File: config.mk
export PLATFORM = sky130hd
export DESIGN_NAME = ac97_slotbuf_flat
export DESIGN_NICKNAME = d
export VERILOG_FILES = /design/src/rtl/ac97_slotbuf_pkg.sv /design/src/rtl/ac97_slotbuf_if.sv /design/src/rtl/ac97_slotbuf_fifo.sv /design/src/rtl/ac97_slotbuf.sv /design/src/flat_wrapper.sv
export SDC_FILE = /design/constraint.sdc
export NUM_CORES = 1
export LEC_CHECK = 0
export ABC_AREA = 1
export CAP_MARGIN = 5
export CORE_MARGIN = 2
export CORE_UTILIZATION = 55
export DETAILED_ROUTE_END_ITERATION = 7
export DONT_BUFFER_PORTS = 1
export PLACE_DENSITY = 0.7
export SYNTH_ARGS = -nofsm -noshare
export SYNTH_HDL_FRONTEND = slang
export SYNTH_SLANG_ARGS = --single-unit
File: constraint.sdc
create_clock -name sys_clk -period 3.5 [get_ports sys_clk]
set_input_delay 0.7 -clock sys_clk [delete_from_list [all_inputs] [get_ports sys_clk]]
set_output_delay 0.7 -clock sys_clk [all_outputs]
set_load 0.02 [all_outputs]
File: src/rtl/ac97_slotbuf_pkg.sv
// Shared constants, FSM encoding and the sample-to-slot justify helper for the
// AC'97 downstream slot buffer.
package ac97_pkg;

  localparam int AC97_SLOT_W     = 20;
  localparam int AC97_MAX_PCM_CH = 10;

  typedef enum logic {
    FILL = 1'b0,
    RUN  = 1'b1
  } slotbuf_state_e;

  // Sample arrives zero-extended in the LSBs; move it to the slot MSBs.
  function automatic logic [AC97_SLOT_W-1:0] justify(input logic [AC97_SLOT_W-1:0] sample,
                                                     input int sw);
    return sample << (AC97_SLOT_W - sw);
  endfunction

endpackage

File: src/rtl/ac97_slotbuf_if.sv
// DMA-to-slot-buffer sample write port (strobe/ack handshake).
interface ac97_slotbuf_if #(
  parameter int SW = 16
) ();

  logic          in_stb;
  logic          in_ack;
  logic [SW-1:0] in_data;

  modport master (output in_stb, output in_data, input in_ack);
  modport slave  (input in_stb, input in_data, output in_ack);

endinterface

File: src/rtl/ac97_slotbuf_fifo.sv
// Whole-frame synchronous FIFO; read data is registered on pop and can be
// zeroed by clr so the consumer sees a clean idle payload.
module ac97_slotbuf_fifo
  import ac97_pkg::*;
#(
  parameter int W     = 32,
  parameter int DEPTH = 16
) (
  input  logic                     clk,
  input  logic                     rst_n,
  input  logic                     flush,
  input  logic                     push,
  input  logic [W-1:0]             push_data,
  input  logic                     pop,
  input  logic                     clr,
  output logic [W-1:0]             rd_data,
  output logic [$clog2(DEPTH):0]   level
);

  localparam int AW = $clog2(DEPTH);
  localparam int LW = AW + 1;

  logic [W-1:0]  mem_q [DEPTH];
  logic [AW-1:0] wr_ptr_q, wr_ptr_d;
  logic [AW-1:0] rd_ptr_q, rd_ptr_d;
  logic [LW-1:0] level_q, level_d;
  logic [W-1:0]  rd_data_q, rd_data_d;

  always_comb begin
    wr_ptr_d  = wr_ptr_q;
    rd_ptr_d  = rd_ptr_q;
    level_d   = level_q;
    rd_data_d = rd_data_q;
    if (flush) begin
      wr_ptr_d  = '0;
      rd_ptr_d  = '0;
      level_d   = '0;
      rd_data_d = '0;
    end else begin
      if (push) wr_ptr_d = wr_ptr_q + AW'(1);
      if (pop) begin
        rd_ptr_d  = rd_ptr_q + AW'(1);
        rd_data_d = mem_q[rd_ptr_q];
      end else if (clr) begin
        rd_data_d = '0;
      end
      case ({push, pop})
        2'b10:   level_d = level_q + LW'(1);
        2'b01:   level_d = level_q - LW'(1);
        default: level_d = level_q;
      endcase
    end
  end

  always_ff @(posedge clk) begin
    if (!rst_n) begin
      wr_ptr_q  <= '0;
      rd_ptr_q  <= '0;
      level_q   <= '0;
      rd_data_q <= '0;
    end else begin
      wr_ptr_q  <= wr_ptr_d;
      rd_ptr_q  <= rd_ptr_d;
      level_q   <= level_d;
      rd_data_q <= rd_data_d;
    end
  end

  always_ff @(posedge clk) begin
    if (push && !flush) mem_q[wr_ptr_q] <= push_data;
  end

  assign rd_data = rd_data_q;
  assign level   = level_q;

endmodule

File: src/rtl/ac97_slotbuf.sv
// Multi-channel downstream PCM slot buffer with prime/underrun control.
// Define AC97_SLOTBUF_UFCNT_EN to add the saturating underrun counter port ufcnt.
module ac97_slotbuf
  import ac97_pkg::*;
#(
  parameter int NCH   = 2,
  parameter int SW    = 16,
  parameter int DEPTH = 16,
  parameter int PRIME = 4
) (
  input  logic                       sys_clk,
  input  logic                       sys_rst_n,
  input  logic                       en,
  input  logic [NCH-1:0]             chan_mask,
  ac97_slotbuf_if.slave              wr,
  input  logic                       next_frame,
  output logic [NCH-1:0]             slot_valid,
  output logic [AC97_SLOT_W*NCH-1:0] slot_data,
  output logic [$clog2(DEPTH):0]     level,
  output logic                       underrun,
  output logic                       lowwater
`ifdef AC97_SLOTBUF_UFCNT_EN
  ,
  output logic [15:0]                ufcnt
`endif
);

  localparam int AW    = $clog2(DEPTH);
  localparam int LW    = AW + 1;
  localparam int FW    = NCH * SW;
  localparam int WCH_W = (NCH > 1) ? $clog2(NCH) : 1;
  localparam logic [WCH_W-1:0] WCH_LAST = WCH_W'(NCH - 1);

  logic [LW-1:0]    fifo_level;
  logic [FW-1:0]    fifo_rd_data;
  logic [FW-1:0]    frame_data;
  logic             in_ack;
  logic             accept;
  logic             push;
  logic             pop;
  logic             clr;

  logic [SW-1:0]    asm_q [NCH];
  logic [SW-1:0]    asm_d [NCH];
  logic [WCH_W-1:0] wch_q, wch_d;
  slotbuf_state_e   state_q, state_d;
  logic [NCH-1:0]   slot_valid_q, slot_valid_d;
  logic             underrun_q, underrun_d;
  logic             lowwater_q, lowwater_d;

  assign in_ack    = sys_rst_n & en & (fifo_level < LW'(DEPTH));
  assign wr.in_ack = in_ack;
  assign accept    = wr.in_stb & in_ack;

  // The last channel's sample bypasses its lane so the frame commits the same cycle.
  always_comb begin
    asm_d = asm_q;
    wch_d = wch_q;
    push  = 1'b0;
    if (!en) begin
      wch_d = '0;
      for (int i = 0; i < NCH; i++) asm_d[i] = '0;
    end else if (accept) begin
      asm_d[wch_q] = wr.in_data;
      if (wch_q == WCH_LAST) begin
        push  = 1'b1;
        wch_d = '0;
      end else begin
        wch_d = wch_q + WCH_W'(1);
      end
    end
    frame_data = '0;
    for (int i = 0; i < NCH; i++) frame_data[i*SW +: SW] = asm_d[i];
  end

  always_comb begin
    state_d      = state_q;
    slot_valid_d = slot_valid_q;
    underrun_d   = 1'b0;
    pop          = 1'b0;
    clr          = 1'b0;
    if (!en) begin
      state_d      = FILL;
      slot_valid_d = '0;
    end else if (next_frame) begin
      case (state_q)
        FILL: begin
          if (fifo_level >= LW'(PRIME)) begin
            state_d = RUN;
            pop     = 1'b1;
          end
        end
        RUN: begin
          if (fifo_level != '0) begin
            pop = 1'b1;
          end else begin
            state_d    = FILL;
            underrun_d = 1'b1;
          end
        end
        default: state_d = FILL;
      endcase
      if (pop) begin
        slot_valid_d = chan_mask;
      end else begin
        slot_valid_d = '0;
        clr          = 1'b1;
      end
    end
    lowwater_d = en & pop & ~push & (fifo_level == LW'(DEPTH / 2));
  end

  always_ff @(posedge sys_clk) begin
    if (!sys_rst_n) begin
      state_q      <= FILL;
      slot_valid_q <= '0;
      underrun_q   <= 1'b0;
      lowwater_q   <= 1'b0;
      wch_q        <= '0;
      for (int i = 0; i < NCH; i++) asm_q[i] <= '0;
    end else begin
      state_q      <= state_d;
      slot_valid_q <= slot_valid_d;
      underrun_q   <= underrun_d;
      lowwater_q   <= lowwater_d;
      wch_q        <= wch_d;
      asm_q        <= asm_d;
    end
  end

  ac97_slotbuf_fifo #(
    .W     (FW),
    .DEPTH (DEPTH)
  ) u_fifo (
    .clk       (sys_clk),
    .rst_n     (sys_rst_n),
    .flush     (~en),
    .push      (push),
    .push_data (frame_data),
    .pop       (pop),
    .clr       (clr),
    .rd_data   (fifo_rd_data),
    .level     (fifo_level)
  );

  always_comb begin
    slot_data = '0;
    for (int i = 0; i < NCH; i++)
      slot_data[i*AC97_SLOT_W +: AC97_SLOT_W] = justify(AC97_SLOT_W'(fifo_rd_data[i*SW +: SW]), SW);
  end

  assign slot_valid = slot_valid_q;
  assign level      = fifo_level;
  assign underrun   = underrun_q;
  assign lowwater   = lowwater_q;

`ifdef AC97_SLOTBUF_UFCNT_EN
  logic [15:0] ufcnt_q, ufcnt_d;

  always_comb begin
    ufcnt_d = ufcnt_q;
    if (!en) ufcnt_d = '0;
    else if (underrun_d && (ufcnt_q != 16'hFFFF)) ufcnt_d = ufcnt_q + 16'd1;
  end

  always_ff @(posedge sys_clk) begin
    if (!sys_rst_n) ufcnt_q <= '0;
    else            ufcnt_q <= ufcnt_d;
  end

  assign ufcnt = ufcnt_q;
`endif

endmodule
File: src/flat_wrapper.sv
// flat-port wrapper written by rule: the top's interface ports become plain ports
module ac97_slotbuf_flat import ac97_pkg::*;
#(
  parameter int NCH   = 2,
  parameter int SW    = 16,
  parameter int DEPTH = 16,
  parameter int PRIME = 4
)
  (sys_clk, sys_rst_n, en, chan_mask, next_frame, slot_valid, slot_data, level, underrun, lowwater, wr_in_stb, wr_in_data, wr_in_ack);
  ac97_slotbuf_if #(.SW(SW)) wr_i ();
  input  logic sys_clk;
  input  logic sys_rst_n;
  input  logic en;
  input  logic [NCH-1:0] chan_mask;
  input  logic next_frame;
  output logic [NCH-1:0] slot_valid;
  output logic [AC97_SLOT_W*NCH-1:0] slot_data;
  output logic [$clog2(DEPTH):0] level;
  output logic underrun;
  output logic lowwater;
  input wire logic [$bits(wr_i.in_stb)-1:0] wr_in_stb;
  input wire logic [$bits(wr_i.in_data)-1:0] wr_in_data;
  output wire logic [$bits(wr_i.in_ack)-1:0] wr_in_ack;
  assign wr_i.in_stb = wr_in_stb;
  assign wr_i.in_data = wr_in_data;
  assign wr_in_ack = wr_i.in_ack;
  ac97_slotbuf #(.NCH(NCH), .SW(SW), .DEPTH(DEPTH), .PRIME(PRIME)) u_core (.sys_clk(sys_clk), .sys_rst_n(sys_rst_n), .en(en), .chan_mask(chan_mask), .wr(wr_i), .next_frame(next_frame), .slot_valid(slot_valid), .slot_data(slot_data), .level(level), .underrun(underrun), .lowwater(lowwater));
endmodule
==> impl_metrics.env <==
export IMPL_rows=76
export IMPL_p_sw_share_pct=19.8
export IMPL_crit_top_cell="inv_1"
export IMPL_reg2regPathDepth=13
export IMPL_cp_slowest_cell="dfxtp_1"
export IMPL_htreeDepth=2
export IMPL_dpl_worst_slack_ps=722
export IMPL_fin_skew_ps=18.8
export IMPL_path_clk_slew_ps=60
export IMPL_p_int_w=0.0112
export IMPL_finalHoldViolations=0
export IMPL_leakagePower_nw=9.49
export IMPL_area_growth_pct=11.8
export IMPL_grt_pass1_vias=15504
export IMPL_synth_seq_cells=599
export IMPL_nets=2114
export IMPL_p_comb_share_pct=1.1
export IMPL_p_per_area_nw_per_um2=522
export IMPL_hold_worst_slack_ps=231
export IMPL_syn_inst=2078
export IMPL_cts_resized_gates=0
export IMPL_synth_cell_types=29
export IMPL_core_area_um2=43000
export IMPL_whs_path_depth=2
export IMPL_multiInputGateArea_um2=6130
export IMPL_final_fill_count=3283
export IMPL_worst_ep_arrival_time_ps=3200
export IMPL_groute_usage_overall_pct=26.4
export IMPL_post_cts_buffers=0
export IMPL_r2r_start="u_core.u_fifo.level[4]$_SDFFE_PP0P_"
export IMPL_drt_iter0_drc=1863
export IMPL_holdPathEnd="u_core.slot_valid[1]$_SDFFE_PP0P_"
export IMPL_startpoint="u_core.u_fifo.level[4]$_SDFFE_PP0P_"
export IMPL_yosysTopAreaCell="edfxtp_1"
export IMPL_outcome="completed"
export IMPL_synth_top_cell_area_share_pct=64.3
export IMPL_period_needed_ps=2700
export IMPL_drc=0
export IMPL_path_cells="inv_1 -> nand3_1 -> o21ai_2 -> nor2_4 -> buf_4 -> ha_1 -> nand2_1 -> inv_1 -> a21boi_0 -> nand2_1 -> nor2_1 -> o21ai_0 -> inv_1"
export IMPL_grt_pass1_wl_mm=89.2
export IMPL_holdBufCountCts=0
export IMPL_fin_ws_ps=802
export IMPL_rsz0062_at_grt="false"
export IMPL_avgSynthCellArea_um2=11.5
export IMPL_drt_total_wl_mm=58.3
export IMPL_regArea_um2=17100
export IMPL_grt_overflow_total=0
export IMPL_clock_sinks=599
export IMPL_dp_hpwl_mm=31.5
export IMPL_pwr_share_clk_pct=43.9
export IMPL_start_util_pct=55.7
export IMPL_max_slew_worst_pin_slew_ps=1000
export IMPL_drive_above_1_share_pct=10.4
export IMPL_endpoint_kind="flip-flop"
export IMPL_r2r_slack_ps=800
export IMPL_fin_util_pct=62.2
export IMPL_crit_type="flip-flop to flip-flop"
export IMPL_finalSetupViolations=0
export IMPL_p_switching_w=0.00276
export IMPL_wl_per_cell_um=21.5
export IMPL_drt_first_pass_iters=6
export IMPL_syn_area_um2=23900
export IMPL_synth_edff_count=512
export IMPL_synthFlopType="edfxtp_1"
export IMPL_critical_path_required_ps=4000
export IMPL_cts_root_buffer="clkbuf_16"
export IMPL_hp_class="input port to flip-flop"
export IMPL_die_w_um=213
export IMPL_drv_slew=0
export IMPL_yosys_top_cells_count="nand2_1, edfxtp_1, nand3_1, dfxtp_1, nor2_1"
export IMPL_antennaDiodeCount=0
export IMPL_maxSlewHeadroom_pct=32.9
export IMPL_clock_tree_buffer_depth=3
export IMPL_ir_drop_mv=0.444
export IMPL_p_seq_share_pct=55.0
export IMPL_synthArstFlopShare_pct=0
export IMPL_clk_latency_ps=620
export IMPL_setup_tns_ps=0
export IMPL_dieArea_um2=45200
export IMPL_numCtsBuffers=58
export IMPL_die_y_um=213
export IMPL_io_pins=73
export IMPL_grt_max_degree=206
export IMPL_cts_tree="yes"
export IMPL_antenna_found_initial=2
export IMPL_synth_most_common_cell="nand2_1"
export IMPL_synth_area_leaders="edfxtp_1, nand3_1, nand2_1"
export IMPL_post_route_period_util_pct=77.1
export IMPL_port_buffers=0
export IMPL_holdCritStartpoint="chan_mask[1]"
export IMPL_cap_violations=0
export IMPL_max_freq_ghz=0.371
export IMPL_ant_nets=0
export IMPL_via_per_inst=5.85
export IMPL_cp_start_kind="flip-flop"
export IMPL_total_power_w=0.0140
export IMPL_path_max_fanout=36
export IMPL_gp_congestion=0.814
export IMPL_vias=15885
export IMPL_synth_seq_area_share_pct=71.6
export IMPL_max_stage_delay_ps=600
export IMPL_r2r_end="u_core.u_fifo.level[3]$_SDFFE_PP0P_"
export IMPL_yosys_warnings=0
[per-layer routing]
layer | up-vias | wire (µm) | GRT usage (%) | part of all wire, %
met1 | 7694 | 22900 | 35.2 | 39
met3 | 128 | 5520 | 5.10 | 9.5
met5 | - | 0 | 0.334 | 0
met2 | 735 | 28100 | 42.8 | 48
li1 | 7328 | - | - | -
met4 | 0 | 1810 | 10.9 | 3.1
[layout by cell type (no fill, tap or decap), drive strengths merged, types with 4 or more instances in the layout]
cell and n:
clkinvlp 5, nor3 34, dfxtp 87, inv 38
xor2 4, edfxtp 512, nand3 489, a21oi 46
nor4 33, nand2 583, buf 77, o21ai 10
bufinv 4, clkbuf 77, nor2 90, conb 8
ha 9, clkinv 21
[power by group through the flow]
| stage | registers (W) | clock network (W) | logic, W |
|---|---|---|---|
| after floorplan | 0.00783 | 0 | 0.000103 |
| after global placement | 0.00783 | 0 | 0.000147 |
| after detailed placement | 0.00783 | 0 | 0.000149 |
| after CTS | 0.00767 | 0.00621 | 0.000150 |
| after global routing | 0.00767 | 0.00650 | 0.000164 |
| final | 0.00768 | 0.00613 | 0.000150 |
[cell families (layout without fill, tap and decap cells)]
| logic type | after synthesis | count (layout) | share of synthesized area, % |
|---|---|---|---|
| simple gates | 1230 | 1230 | 23.1 |
| flops | 599 | 599 | 71.6 |
| buf+inv | 177 | 222 | 3.46 |
| compound gates | 58 | 58 | 1.25 |
| fa+ha+maj | 9 | 9 | 0.471 |
| xor+xnor | 4 | 4 | 0.146 |
| other cells | 1 | 8 | 0.0157 |
[per-stage QoR]
stage,instances,instance area [µm²]
2_1_floorplan,2085,23900
3_5_place_dp,2607,24900
5_1_grt,2715,26700
3_3_place_gp,2607,24900
6_report,2715,26700
4_1_cts,2715,26700
[state kept, by name, indices dropped and copies added, names as in the netlist, named ones only]
name and flops:
u_core.asm_q 32, u_core.lowwater 1, u_core.slot_valid 2, u_core.state_q 1, u_core.u_fifo.level 5, u_core.u_fifo.mem_q 512, u_core.u_fifo.rd_data 32, u_core.u_fifo.rd_ptr_q 4
u_core.u_fifo.wr_ptr_q 4, u_core.underrun 1, u_core.wch_q 1
[critical path, delay by kind of cell (launching register included)]
family	cells	cell delay, ps
simple gates	5	460
flops	1	600
buf+inv	4	840
compound gates	3	400
fa+ha+maj	1	290
[how the worst max path moves through the flow]
| stage | cells past startpoint | to | slack, ps |
|---|---|---|---|
| after detailed placement | 16 | u_core.u_fifo.level[4]$_SDFFE_PP0P_ | 720 |
| after global routing | 14 | u_core.u_fifo.level[3]$_SDFFE_PP0P_ | 580 |
| after floorplan | 7 | u_core.u_fifo.mem_q[11][0]$_DFFE_PP_ | 250 |
| final | 13 | u_core.u_fifo.level[3]$_SDFFE_PP0P_ | 800 |
| after CTS | 15 | u_core.u_fifo.level[4]$_SDFFE_PP0P_ | 870 |
| after global placement | 16 | u_core.u_fifo.level[4]$_SDFFE_PP0P_ | 760 |
[area by class of cell]
cell class,instances,area share (%)
flip-flops and latches,599,64.0
multi-input cells,1309,22.9
clock buffers,77,5.93
repair buffers,77,2.77
well taps,585,2.74
clock inverters,31,1.07
inverters,37,0.547
(Power assumes the default switching activity.)
